<file path="src/rtl/fetch_stage_pkg.sv">
// Shared constants for the fetch stage and the decoder that consumes IF/ID.
// The all-zero instruction is the single bubble encoding; the decoder treats
// it as a no-op, so both sides must agree on NOP_INSTR.
package fetch_stage_pkg;

  localparam logic [31:0] RESET_PC  = 32'h0000_0000;
  localparam logic [31:0] NOP_INSTR = 32'h0000_0000;
  localparam logic [31:0] PC_INC    = 32'd4;

  // Redirect targets are word aligned by dropping the two low bits.
  function automatic logic [31:0] align_word(input logic [31:0] addr);
    return {addr[31:2], 2'b00};
  endfunction

  // A raw target is misaligned when either low bit is set.
  function automatic logic is_misaligned(input logic [31:0] addr);
    return |addr[1:0];
  endfunction

endpackage

</file>
<file path="src/rtl/fetch_stage_if_id_reg.sv">
// IF/ID pipeline register with hold, flush and load.
// Flush wins over stall and loads a bubble (NOP, PC+4 of zero, not valid).
// Stall without flush holds the current contents.
// Otherwise the fetched instruction and its PC+4 are captured as valid.
// valid_o qualifies instr_o/pcplus4_o; there is no backpressure other than stall_i.
module if_id_reg
  import fetch_stage_pkg::*;
(
  input  logic        clk_i,
  input  logic        rst_i,
  input  logic        stall_i,
  input  logic        flush_i,
  input  logic [31:0] instr_i,
  input  logic [31:0] pcplus4_i,
  output logic [31:0] instr_o,
  output logic [31:0] pcplus4_o,
  output logic        valid_o
);

  logic [31:0] instr_q, instr_d;
  logic [31:0] pcplus4_q, pcplus4_d;
  logic        valid_q, valid_d;

  // Next-state selection: flush > stall (hold) > load.
  always_comb begin
    instr_d   = instr_q;
    pcplus4_d = pcplus4_q;
    valid_d   = valid_q;
    if (flush_i) begin
      instr_d   = NOP_INSTR;
      pcplus4_d = 32'h0000_0000;
      valid_d   = 1'b0;
    end else if (!stall_i) begin
      instr_d   = instr_i;
      pcplus4_d = pcplus4_i;
      valid_d   = 1'b1;
    end
  end

  // IF/ID state register, cleared asynchronously to a bubble.
  always_ff @(posedge clk_i or posedge rst_i) begin
    if (rst_i) begin
      instr_q   <= NOP_INSTR;
      pcplus4_q <= 32'h0000_0000;
      valid_q   <= 1'b0;
    end else begin
      instr_q   <= instr_d;
      pcplus4_q <= pcplus4_d;
      valid_q   <= valid_d;
    end
  end

  assign instr_o   = instr_q;
  assign pcplus4_o = pcplus4_q;
  assign valid_o   = valid_q;

endmodule

</file>
<file path="src/rtl/fetch_stage.sv">
// Instruction fetch stage: PC register, redirect selection, misalignment
// tracking and the IF/ID register.
// Build option: BRANCH_DELAY_SLOT_EN. When defined, the instruction fetched in
// a redirect cycle enters IF/ID as a delay slot; when undefined it is squashed.
module fetch_stage
  import fetch_stage_pkg::*;
(
  input  logic        Clk,
  input  logic        Reset,
  input  logic        Stall,
  input  logic        Flush,
  input  logic        BranchTaken,
  input  logic [31:0] BranchTarget,
  input  logic        Jump,
  input  logic [31:0] JumpTarget,
  output logic [31:0] IMemAddr,
  input  logic [31:0] IMemData,
  output logic [31:0] Instruction_ID,
  output logic [31:0] PCPlus4_ID,
  output logic        Valid_ID,
  output logic        Misaligned
);

  logic [31:0] pc_q, pc_d;
  logic        misaligned_q, misaligned_d;
  logic [31:0] pc_plus4;
  logic [31:0] raw_target;
  logic        redirect;
  logic        if_id_flush;

  // PC+4 wraps naturally in 32 bits.
  assign pc_plus4 = pc_q + PC_INC;

  // A redirect only takes effect when not stalled; branch beats jump.
  assign redirect   = !Stall && (BranchTaken || Jump);
  assign raw_target = BranchTaken ? BranchTarget : JumpTarget;

  // Next PC: hold on stall, else aligned redirect target, else sequential.
  always_comb begin
    pc_d         = pc_q;
    misaligned_d = misaligned_q;
    if (!Stall) begin
      if (redirect) begin
        pc_d = align_word(raw_target);
        if (is_misaligned(raw_target)) begin
          misaligned_d = 1'b1;
        end
      end else begin
        pc_d = pc_plus4;
      end
    end
  end

  // PC and sticky misalignment flag.
  always_ff @(posedge Clk or posedge Reset) begin
    if (Reset) begin
      pc_q         <= RESET_PC;
      misaligned_q <= 1'b0;
    end else begin
      pc_q         <= pc_d;
      misaligned_q <= misaligned_d;
    end
  end

`ifdef BRANCH_DELAY_SLOT_EN
  // The instruction fetched alongside a redirect is kept as a delay slot.
  assign if_id_flush = Flush;
`else
  // The instruction fetched alongside a redirect is on the wrong path.
  assign if_id_flush = Flush || redirect;
`endif

  if_id_reg u_if_id_reg (
    .clk_i     (Clk),
    .rst_i     (Reset),
    .stall_i   (Stall),
    .flush_i   (if_id_flush),
    .instr_i   (IMemData),
    .pcplus4_i (pc_plus4),
    .instr_o   (Instruction_ID),
    .pcplus4_o (PCPlus4_ID),
    .valid_o   (Valid_ID)
  );

  assign IMemAddr   = pc_q;
  assign Misaligned = misaligned_q;

endmodule

</file>
<file path="config.mk">
export PLATFORM = sky130hd
export DESIGN_NAME = fetch_stage
export DESIGN_NICKNAME = d
export VERILOG_FILES = /design/src/rtl/fetch_stage_pkg.sv /design/src/rtl/fetch_stage_if_id_reg.sv /design/src/rtl/fetch_stage.sv
export SDC_FILE = /design/constraint.sdc
export NUM_CORES = 1
export LEC_CHECK = 0
export BUFFER_PORTS_ARGS = -buffer_cell sky130_fd_sc_hd__buf_2
export CORE_MARGIN = 2
export CORE_UTILIZATION = 48
export CTS_CLUSTER_SIZE = 40
export DETAILED_ROUTE_END_ITERATION = 10
export PLACE_DENSITY = 0.8
export SYNTH_ARGS = -nofsm -noshare
export SYNTH_HDL_FRONTEND = slang
export SYNTH_SLANG_ARGS = --single-unit
</file>
<file path="constraint.sdc">
create_clock -name Clk -period 4.2 [get_ports Clk]
set_clock_uncertainty 0.1 [all_clocks]
set_input_delay 0.84 -clock Clk [delete_from_list [all_inputs] [get_ports Clk]]
set_output_delay 0.84 -clock Clk [all_outputs]
set_load 0.05 [all_outputs]
</file>
==> out/metrics.csv, run 1 <==
stage,metric,value,unit
status,run_status,finished clean,
yosys,synth_flop_cell,dfrtp_1,
clocking,cts_resized,0,
timing,setup_viol,0,
route,vias,4618,
route,m1WireLength,6.04,mm
power,vdd_drop_max,200,µV
route,antenna_left,0,
timing,fin_tns_setup,0,ps
timing,timing_hold_violations_final,0,
clocking,cts_root_buf,clkbuf_8,
final_layout,finalNonFillerCells,821,
critical_path,cp-start-kind,input port,
global_routing,grt_max_degree,68,
placement,placed_cells,805,
yosys,syn_avg_cell_area,9.38,µm²
floorplanning,die_h,104,µm
timing,rsz0062_at_grt,no,
final_layout,postLayoutCoreUtil,0.622,
route,wl,14.0,mm
route,wl_per_cell,17.0,µm
final_layout,layout_common_cells,"buf_2, dfrtp_1, nand2_1",
floorplanning,die_area,0.0108,mm²
clocking,ctsHoldBuffers,0,
yosys,ys_seq_area_frac,0.490,
final_layout,nets,786,
critical_path,crit_required,4400,ps
final_layout,num_antenna_cells,0,
critical_path,worstSetupPathType,in -> reg,
final_layout,area_growth,26.0,%
timing,max_slew_margin,0.315,
critical_path,r2r_end,IMemAddr[23]$_DFFE_PP0N_,
final_layout,fin_area,0.00605,mm²
yosys,synthesis.area,0.00480,mm²
global_routing,grt_antenna_before_repair,0,
critical_path,path_max_fanout,33,
route,wl_met2,6.66,mm
critical_path,r2r_start,IMemAddr[5]$_DFFE_PP0N_,
power,p_total,2.25,mW
clocking,cts_tree,done,
final_layout,drive_above_1_share,0.334,
timing,finalCriticalPeriod,2410,ps
placement,dpl_worst_slack,1450,ps
route,drtIter0Drc,332,
power,p_int,1.47,mW
yosys,synth_edf_count,0,
clocking,post_cts_buffers,0,
clocking,numCtsBuffers,9,
worst_hold_path,worstHoldStart,u_if_id_reg.pcplus4_o[2]$_DFFE_PP0P_,
critical_path,cp.arrival,2610,ps
yosys,ys_seq_elements,94,
yosys,yosysUniqueCellTypes,54,
placement,port_buffers,195,
route,viasPerCell,5.62,
yosys,yosysWarnings,0,
power,power_frac_comb,0.240,
timing,timing.final.max_slew_violations,0,
floorplanning,core_area,0.00973,mm²
route,wl_met3,1.06,mm
timing,hold_ws,381,ps
power,p_seq_frac,0.461,
clocking,clock_path_buffers,2,
floorplanning,die_w,104,µm
placement,place_congestion,0.842,
worst_hold_path,hold_path.class,reg -> reg,
timing,maxClockFrequency,0.414,GHz
placement,place_area,0.00583,mm²
route,drc,0,
clocking,path_clk_slew,90,ps
yosys,syn-instance-count,512,
power,power.leakage,3.03,nW
yosys,synthArstFlopShare,1.00,
timing,tightest_slew,1030,ps
route,drtPass1Iterations,7,
timing,fin_crit_sh,0.575,
route,highest_layer,met4,
worst_hold_path,whs_path_depth,2,
floorplanning,initial_core_util,0.494,
critical_path,reg2regPathDepth,5,
final_layout,final_common_cell,buf_2,
clocking,clock_latency,370,ps
clocking,clock-sinks,94,
floorplanning,fp-row-count,36,
global_routing,grt-ovfl-total,0,
power,clkPwrFrac,0.299,
worst_hold_path,whs_endpoint,u_if_id_reg.pcplus4_o[2]$_DFFE_PP0P_,
flow_run,drv_cap,0,
timing,setup_ws,1790,ps
global_routing,grt_pass1_wl,22.1,mm
global_routing,first_global_vias,4367,
power,switching_share,0.349,
power,power_density,372,mW/mm²
critical_path,endpoint_kind,register,
critical_path,r2r_slack,1880,ps
global_routing,grt.total_usage,0.254,
placement,post-dp-hpwl,10.0,mm
power,power_switching,786,µW
clocking,htreeDepth,3,
floorplanning,ios,200,
==> worst max-delay path by stage <==
stage,start,endpoint,cells past startpoint
6_report,Stall,u_if_id_reg.instr_o[15]$_DFFE_PP0P_,4
5_1_grt,Stall,u_if_id_reg.instr_o[27]$_DFFE_PP0P_,4
4_1_cts,Stall,u_if_id_reg.instr_o[15]$_DFFE_PP0P_,4
3_5_place_dp,Jump,u_if_id_reg.pcplus4_o[12]$_DFFE_PP0P_,4
3_3_place_gp,Stall,u_if_id_reg.pcplus4_o[24]$_DFFE_PP0P_,5
2_1_floorplan,Reset,IMemAddr[10]$_DFFE_PP0N_,1
==> final cells by class <==
type,instances,area [µm²]
Inverter,14,55.1
Timing Repair Buffer,201,1020
Fill cell,847,3680
Multi-Input combinational cell,363,2230
Tap cell,133,166
Clock inverter,6,85.1
Sequential cell,94,2350
Clock buffer,10,138
==> worst max-delay path: stages <==
cell     delay, ps
buf_2          330
nor2b_4        760
buf_4          450
a22o_1         220
==> Yosys cell counts (8+ instances only) <==
library cell	number	area (µm²)
dfrtp_1	94	2350
nand2_1	65	244
o21ai_0	42	210
a21oi_1	41	205
a22o_1	37	324
nor2_1	37	139
clkbuf_1	33	124
nand3_1	16	80.1
xnor2_1	16	140
inv_1	14	52.6
xor2_1	12	105
mux2i_1	10	100
o31a_1	9	78.8
nand4_1	8	50.1
o22ai_1	8	50.1
==> flip-flops by register name (all words and copies together) (netlist names) <==
signal	cells
IMemAddr	30
Misaligned	1
u_if_id_reg.instr_o	32
u_if_id_reg.pcplus4_o	30
u_if_id_reg.valid_o	1
==> logic make-up (layout without fill, tap and decap cells) <==
kind of cell,after synthesis,count (layout),share of synthesized area
XOR/XNOR,28,28,0.0511
other,1,4,0.000781
adder cells (fa/ha/maj),1,1,0.00261
flip-flops,94,94,0.490
multiplexers,10,10,0.0208
AO/OA/AOI/OAI,168,168,0.233
AND/OR/NAND/NOR,152,152,0.152
buffers and inverters,58,231,0.0498
==> power groups by stage <==
stage	combinational (mW)	sequential (mW)	clock [mW]
6_report	0.542	1.04	0.673
5_1_grt	0.580	1.05	0.719
4_1_cts	0.544	1.04	0.678
3_5_place_dp	0.542	1.05	0
3_3_place_gp	0.532	1.05	0
2_1_floorplan	0.209	1.22	0
==> layer usage <==
| metal | global-route usage | vias to the layer above |
|---|---|---|
| li1 | - | 2164 |
| met1 | 0.350 | 2213 |
| met2 | 0.415 | 222 |
| met3 | 0.0420 | 19 |
| met4 | 0.0724 | 0 |
| met5 | 0 | - |
Note: power is estimated with default switching activity, not from simulation.
==> inputs of run 2 (changes only) <==
Settings changed: CORE_UTILIZATION 48 to 44, PLACE_DENSITY 0.8 to 0.77.
Clock period 4.2 ns to 2 ns, I/O delays scaled along.
==> out/metrics.csv, run 2 (synthesis gave the netlist of run 1 again) <==
stage,metric,value,unit,change
status,run_status,finished clean,,
power,power.leakage,3.14,nW,+3.4%
clocking,htreeDepth,3,,unchanged
power,vdd_drop_max,329,µV,+64%
timing,tightest_slew,609,ps,-417 ps
clocking,clock_path_buffers,2,,unchanged
global_routing,first_global_vias,4439,,+1.6%
power,clkPwrFrac,0.288,,-0.011
floorplanning,die_area,0.0118,mm²,+8.7%
final_layout,finalNonFillerCells,848,,+3.3%
floorplanning,die_w,108,µm,+4.3%
final_layout,final_common_cell,buf_2,,
route,drtPass1Iterations,5,,-2
timing,setup_viol,0,,unchanged
route,wl_per_cell,16.4,µm,-3.5%
floorplanning,core_area,0.0107,mm²,+10%
power,switching_share,0.349,,about the same
power,power_switching,1.66,mW,+110%
critical_path,cp-start-kind,register,,
critical_path,crit_required,2130,ps,-2270 ps
floorplanning,die_h,108,µm,+4.3%
timing,finalCriticalPeriod,1910,ps,
global_routing,grt-ovfl-total,0,,unchanged
clocking,ctsHoldBuffers,0,,unchanged
global_routing,grt_max_degree,95,,+40%
global_routing,grt_pass1_wl,21.3,mm,-3.7%
worst_hold_path,hold_path.class,in -> async,,
placement,placed_cells,829,,+3.0%
final_layout,drive_above_1_share,0.382,,+0.0476
final_layout,nets,805,,+2.4%
power,p_total,4.76,mW,+110%
clocking,clock-sinks,94,,unchanged
timing,max_slew_margin,0.594,,+0.279
critical_path,endpoint_kind,register,,
final_layout,fin_area,0.00632,mm²,+4.4%
global_routing,grt_antenna_before_repair,0,,unchanged
timing,rsz0062_at_grt,no,,
placement,place_area,0.00605,mm²,+3.8%
critical_path,worstSetupPathType,reg -> reg,,
floorplanning,initial_core_util,0.447,,-0.0467
floorplanning,fp-row-count,38,,+5.6%
timing,fin_crit_sh,0.954,,
power,p_int,3.10,mW,+110%
final_layout,fillers,945,,+12%
timing,maxClockFrequency,0.524,GHz,
placement,place_congestion,0.869,,+3.2%
route,antenna_left,0,,unchanged
floorplanning,ios,200,,unchanged
flow_run,drv_cap,0,,unchanged
final_layout,largest_register_ffs,32,,unchanged
critical_path,r2r_start,IMemAddr[3]$_DFFE_PP0N_,,
clocking,cts_tree,done,,
placement,post-dp-hpwl,10.0,mm,about the same
clocking,cts_root_buf,clkbuf_8,,
placement,port_buffers,195,,unchanged
critical_path,cp.arrival,2030,ps,-580 ps
timing,timing_hold_violations_final,0,,unchanged
clocking,numCtsBuffers,9,,unchanged
critical_path,reg2regPathDepth,6,,+1
critical_path,r2r_end,IMemAddr[28]$_DFFE_PP0N_,,
final_layout,layout_common_cells,"buf_2, dfrtp_1, nand2_1",,
route,viasPerCell,5.48,,-2.6%
global_routing,grt.total_usage,0.232,,-0.0221
power,power_density,754,mW/mm²,+100%
power,p_seq_frac,0.455,,-0.006
final_layout,area_growth,31.6,%,
route,drtIter0Drc,293,,-12%
clocking,clock_latency,360,ps,about the same
route,drc,0,,unchanged
critical_path,path_max_fanout,6,,-82%
route,vias,4646,,+0.61%
route,wl,13.9,mm,-0.34%
power,power_frac_comb,0.257,,+0.017
critical_path,r2r_slack,90,ps,-1790 ps
timing,timing.final.max_slew_violations,0,,unchanged
clocking,path_clk_slew,90,ps,about the same
run 2: cell count changes in the layout (fill, tap and decap cells not counted), moves of 4 or more:
cell     change
buf_12       +4
buf_4       +14
dfrtp_2     +19
dfrtp_1     -19
run 2: metal layers:
| metal | up-vias | global-route usage | part of all wire |
|---|---|---|---|
| li1 | 2192 | - | - |
| met1 | 2199 | 0.300 | 0.43 |
| met2 | 233 | 0.380 | 0.47 |
| met3 | 22 | 0.0458 | 0.078 |
| met4 | 0 | 0.0962 | 0.022 |
| met5 | - | 0 | 0 |
run 2: what timing repair did:
| action | CTS | global route |
|---|---|---|
| setup buffers | 0 | 2 |
| endpoints found under the setup margin | 0 | 21 |
| gates resized for setup | 0 | 7 |
| endpoints found under the hold margin | 0 | 0 |
run 2: how the worst max path moves through the flow:
stage,from,endpoint,slack [ps],cells after the start
floorplan,IMemAddr[10]$_DFFE_PP0N_,IMemAddr[23]$_DFFE_PP0N_,-110,6
global placement,IMemAddr[17]$_DFFE_PP0N_,IMemAddr[29]$_DFFE_PP0N_,100,4
detailed placement,IMemAddr[17]$_DFFE_PP0N_,IMemAddr[28]$_DFFE_PP0N_,30,4
CTS,IMemAddr[17]$_DFFE_PP0N_,IMemAddr[28]$_DFFE_PP0N_,30,4
global route,IMemAddr[16]$_DFFE_PP0N_,u_if_id_reg.pcplus4_o[29]$_DFFE_PP0P_,5,6
finish,IMemAddr[3]$_DFFE_PP0N_,IMemAddr[28]$_DFFE_PP0N_,90,6
run 2: layout make-up:
class / count / area, µm² / area share
Sequential cell: 94 / 2380 / 0.376
Multi-Input combinational cell: 363 / 2280 / 0.360
Timing Repair Buffer: 220 / 1220 / 0.193
Tap cell: 140 / 175 / 0.0277
Clock buffer: 10 / 128 / 0.0202
Clock inverter: 6 / 86.3 / 0.0137
Inverter: 14 / 56.3 / 0.00891
Antenna cell: 1 / 2.50 / 0.000396
run 2: power groups by stage:
stage / clock, mW / sequential (mW) / combinational, mW
detailed placement: 0 / 2.20 / 1.22
global placement: 0 / 2.19 / 1.20
finish: 1.37 / 2.17 / 1.22
CTS: 1.40 / 2.16 / 1.22
floorplan: 0 / 2.58 / 0.447
global route: 1.48 / 2.19 / 1.31
run 2: through the flow:
| stage | worst slack (ps) | util | TNS, ps | hold slack, ps |
|---|---|---|---|---|
| 3_3_place_gp | 102 | 0.563 | 0 | 344 |
| 6_report | 91.9 | 0.588 | 0 | 85.5 |
| 4_1_cts | 26.5 | 0.583 | 0 | 108 |
| 2_1_floorplan | -112 | - | -649 | 433 |
| 5_1_grt | 4.66 | 0.588 | 0 | 122 |
| 3_5_place_dp | 27.5 | 0.563 | 0 | 350 |
run 2: critical path, cell delays in order, from the launching register on:
cell and delay (ps):
dfrtp_2 410, ha_2 190, nand3_2 140, nor4_4 160, buf_4 180, nand3_1 140
o311ai_0 440
==> inputs of run 3 (changes only) <==
Settings changed: CORE_ASPECT_RATIO set to 2.
==> out/metrics.csv, run 3 (synthesis gave the netlist of run 1 again) <==
stage,metric,value,unit,change
floorplanning,initial_core_util,0.447,,about the same
power,p_seq_frac,0.416,,-0.039
final_layout,final_common_cell,buf_2,,
critical_path,r2r_end,IMemAddr[19]$_DFFE_PP0N_,,
power,power_frac_comb,0.237,,-0.020
route,drc,0,,unchanged
floorplanning,ios,200,,unchanged
route,antenna_left,0,,unchanged
critical_path,crit_slowest_cell,dfrtp_2,,
timing,fin_crit_sh,0.984,,+0.0300
global_routing,first_global_vias,4159,,-6.3%
global_routing,grt.total_usage,0.232,,+0.000569
clocking,cts_root_buf,clkbuf_16,,
floorplanning,core_area,0.0107,mm²,about the same
final_layout,area_growth,33.2,%,
timing,hold_ws,86.2,ps,+0.735 ps
critical_path,slowest_delay,410,ps,-30 ps
final_layout,postLayoutCoreUtil,0.596,,+0.00759
route,wl,13.8,mm,-0.71%
clocking,clock-sinks,94,,unchanged
critical_path,cp-startpoint,IMemAddr[7]$_DFFE_PP0N_,,
flow_run,drv_cap,0,,unchanged
placement,dpl_worst_slack,45.5,ps,+17.9 ps
timing,timing.final.max_slew_violations,0,,unchanged
power,power.leakage,3.20,nW,+1.9%
global_routing,grt_pass1_wl,21.5,mm,+0.91%
power,power_switching,1.72,mW,+3.2%
power,vdd_drop_max,580,µV,+76%
final_layout,fillers,965,,+2.1%
critical_path,endpoint_kind,register,,
placement,post-dp-hpwl,10.2,mm,+1.4%
critical_path,cp-start-kind,register,,
timing,setup_viol,0,,unchanged
power,clkPwrFrac,0.347,,+0.059
critical_path,r2r_slack,30,ps,-60 ps
timing,setup_ws,31.9,ps,-60.1 ps
power,switching_share,0.330,,-0.0195
clocking,clock_latency,340,ps,-20 ps
timing,rsz0062_at_grt,yes,,
critical_path,cp.depth,5,,-1
final_layout,nets,806,,+0.12%
critical_path,cpLargestDelayFamily,simple AND/OR/NAND/NOR gates,,
floorplanning,die_w,77.9,µm,-28%
clocking,cts_tree,done,,
critical_path,worstSetupPathType,reg -> reg,,
clocking,htreeDepth,3,,unchanged
final_layout,layout_common_cells,"buf_2, dfrtp_1, nand2_1",,
power,p_total,5.21,mW,+9.3%
route,drtIter0Drc,391,,+33%
placement,place_congestion,0.830,,-4.4%
clocking,path_clk_slew,60,ps,-30 ps
worst_hold_path,hold_path.class,in -> async,,
status,run_status,finished clean,,
final_layout,drive_above_1_share,0.378,,-0.00424
global_routing,grt_max_degree,95,,unchanged
floorplanning,die_h,152,µm,+40%
timing,maxClockFrequency,0.508,GHz,-3.1%
placement,placed_cells,830,,+0.12%
critical_path,cp.buffers_inverters,0,,-1
placement,place_area,0.00606,mm²,+0.29%
critical_path,r2r_start,IMemAddr[7]$_DFFE_PP0N_,,
timing,max_slew_margin,0.592,,-0.00176
timing,timing_hold_violations_final,0,,unchanged
timing,fin_tns_setup,0,ps,unchanged
route,drtPass1Iterations,5,,unchanged
final_layout,largest_register_ffs,32,,unchanged
clocking,clock_path_buffers,2,,unchanged
critical_path,path_max_fanout,7,,+1
critical_path,reg2regPathDepth,5,,-1
floorplanning,die_area,0.0118,mm²,+0.43%
global_routing,grt-ovfl-total,0,,unchanged
critical_path,crit_chain,nand4_2 > nor2_1 > nand4_1 > o31a_1 > o22ai_1,,
timing,tightest_slew,612,ps,+2.64 ps
power,p_int,3.49,mW,+13%
route,vias,4579,,-1.4%
final_layout,finalNonFillerCells,847,,-0.12%
final_layout,fin_area,0.00640,mm²,+1.3%
critical_path,cp.arrival,2130,ps,+100 ps
global_routing,grt_antenna_before_repair,0,,unchanged
route,wl_per_cell,16.3,µm,-0.59%
route,viasPerCell,5.41,,-1.3%
critical_path,crit_required,2160,ps,+30 ps
power,power_density,814,mW/mm²,+8.0%
clocking,ctsHoldBuffers,0,,unchanged
critical_path,cp-endpoint,IMemAddr[19]$_DFFE_PP0N_,,
placement,port_buffers,195,,unchanged
final_layout,num_antenna_cells,0,,-1
floorplanning,fp-row-count,54,,+42%
clocking,numCtsBuffers,9,,unchanged
timing,finalCriticalPeriod,1970,ps,+60.1 ps
[run 3: power groups by stage]
stage | Combinational, mW | Sequential [mW] | Clock (mW)
finish | 1.23 | 2.17 | 1.81
global route | 1.32 | 2.18 | 1.92
CTS | 1.24 | 2.16 | 1.85
detailed placement | 1.23 | 2.20 | 0
global placement | 1.22 | 2.19 | 0
floorplan | 0.447 | 2.58 | 0
[run 3: repair_timing]
action,4_1_cts,5_1_grt
resized for setup,0,1
setup buffers,0,2
endpoints found under the setup margin,0,16
[run 3: layout make-up]
| cell class | instances | area, µm² | share of cell area |
|---|---|---|---|
| clock buffers | 9 | 225 | 0.0352 |
| clock inverters | 6 | 86.3 | 0.0135 |
| inverters | 14 | 56.3 | 0.00880 |
| multi-input cells | 363 | 2240 | 0.351 |
| flip-flops and latches | 94 | 2380 | 0.371 |
| well taps | 140 | 175 | 0.0274 |
| repair buffers | 221 | 1230 | 0.193 |
[run 3: worst register-to-register path: stages (launching register included)]
cell and delay (ps):
dfrtp_2 410, nand4_2 260, nor2_1 410, nand4_1 260, o31a_1 310, o22ai_1 140
[run 3: how the worst min path moves through the flow]
stage / startpoint / to / slack (ps) / cells past startpoint
2_1_floorplan: IMemData[0] / u_if_id_reg.instr_o[0]$_DFFE_PP0P_ / 430 / 1
3_3_place_gp: Misaligned$_DFFE_PP0P_ / Misaligned$_DFFE_PP0P_ / 350 / 1
3_5_place_dp: u_if_id_reg.valid_o$_DFFE_PP0P_ / u_if_id_reg.valid_o$_DFFE_PP0P_ / 360 / 2
4_1_cts: Reset / u_if_id_reg.instr_o[21]$_DFFE_PP0P_ / 120 / 3
5_1_grt: Reset / u_if_id_reg.instr_o[17]$_DFFE_PP0P_ / 150 / 3
6_report: Reset / u_if_id_reg.instr_o[13]$_DFFE_PP0P_ / 90 / 3
[run 3: layer usage]
metal | part of all wire | routed length, µm | vias to the layer above | global-route usage
li1 | - | - | 2215 | -
met4 | 0.022 | 309 | 0 | 0.0813
met2 | 0.46 | 6300 | 214 | 0.350
met3 | 0.078 | 1080 | 23 | 0.0468
met1 | 0.44 | 6130 | 2127 | 0.334
met5 | 0 | 0 | - | 0
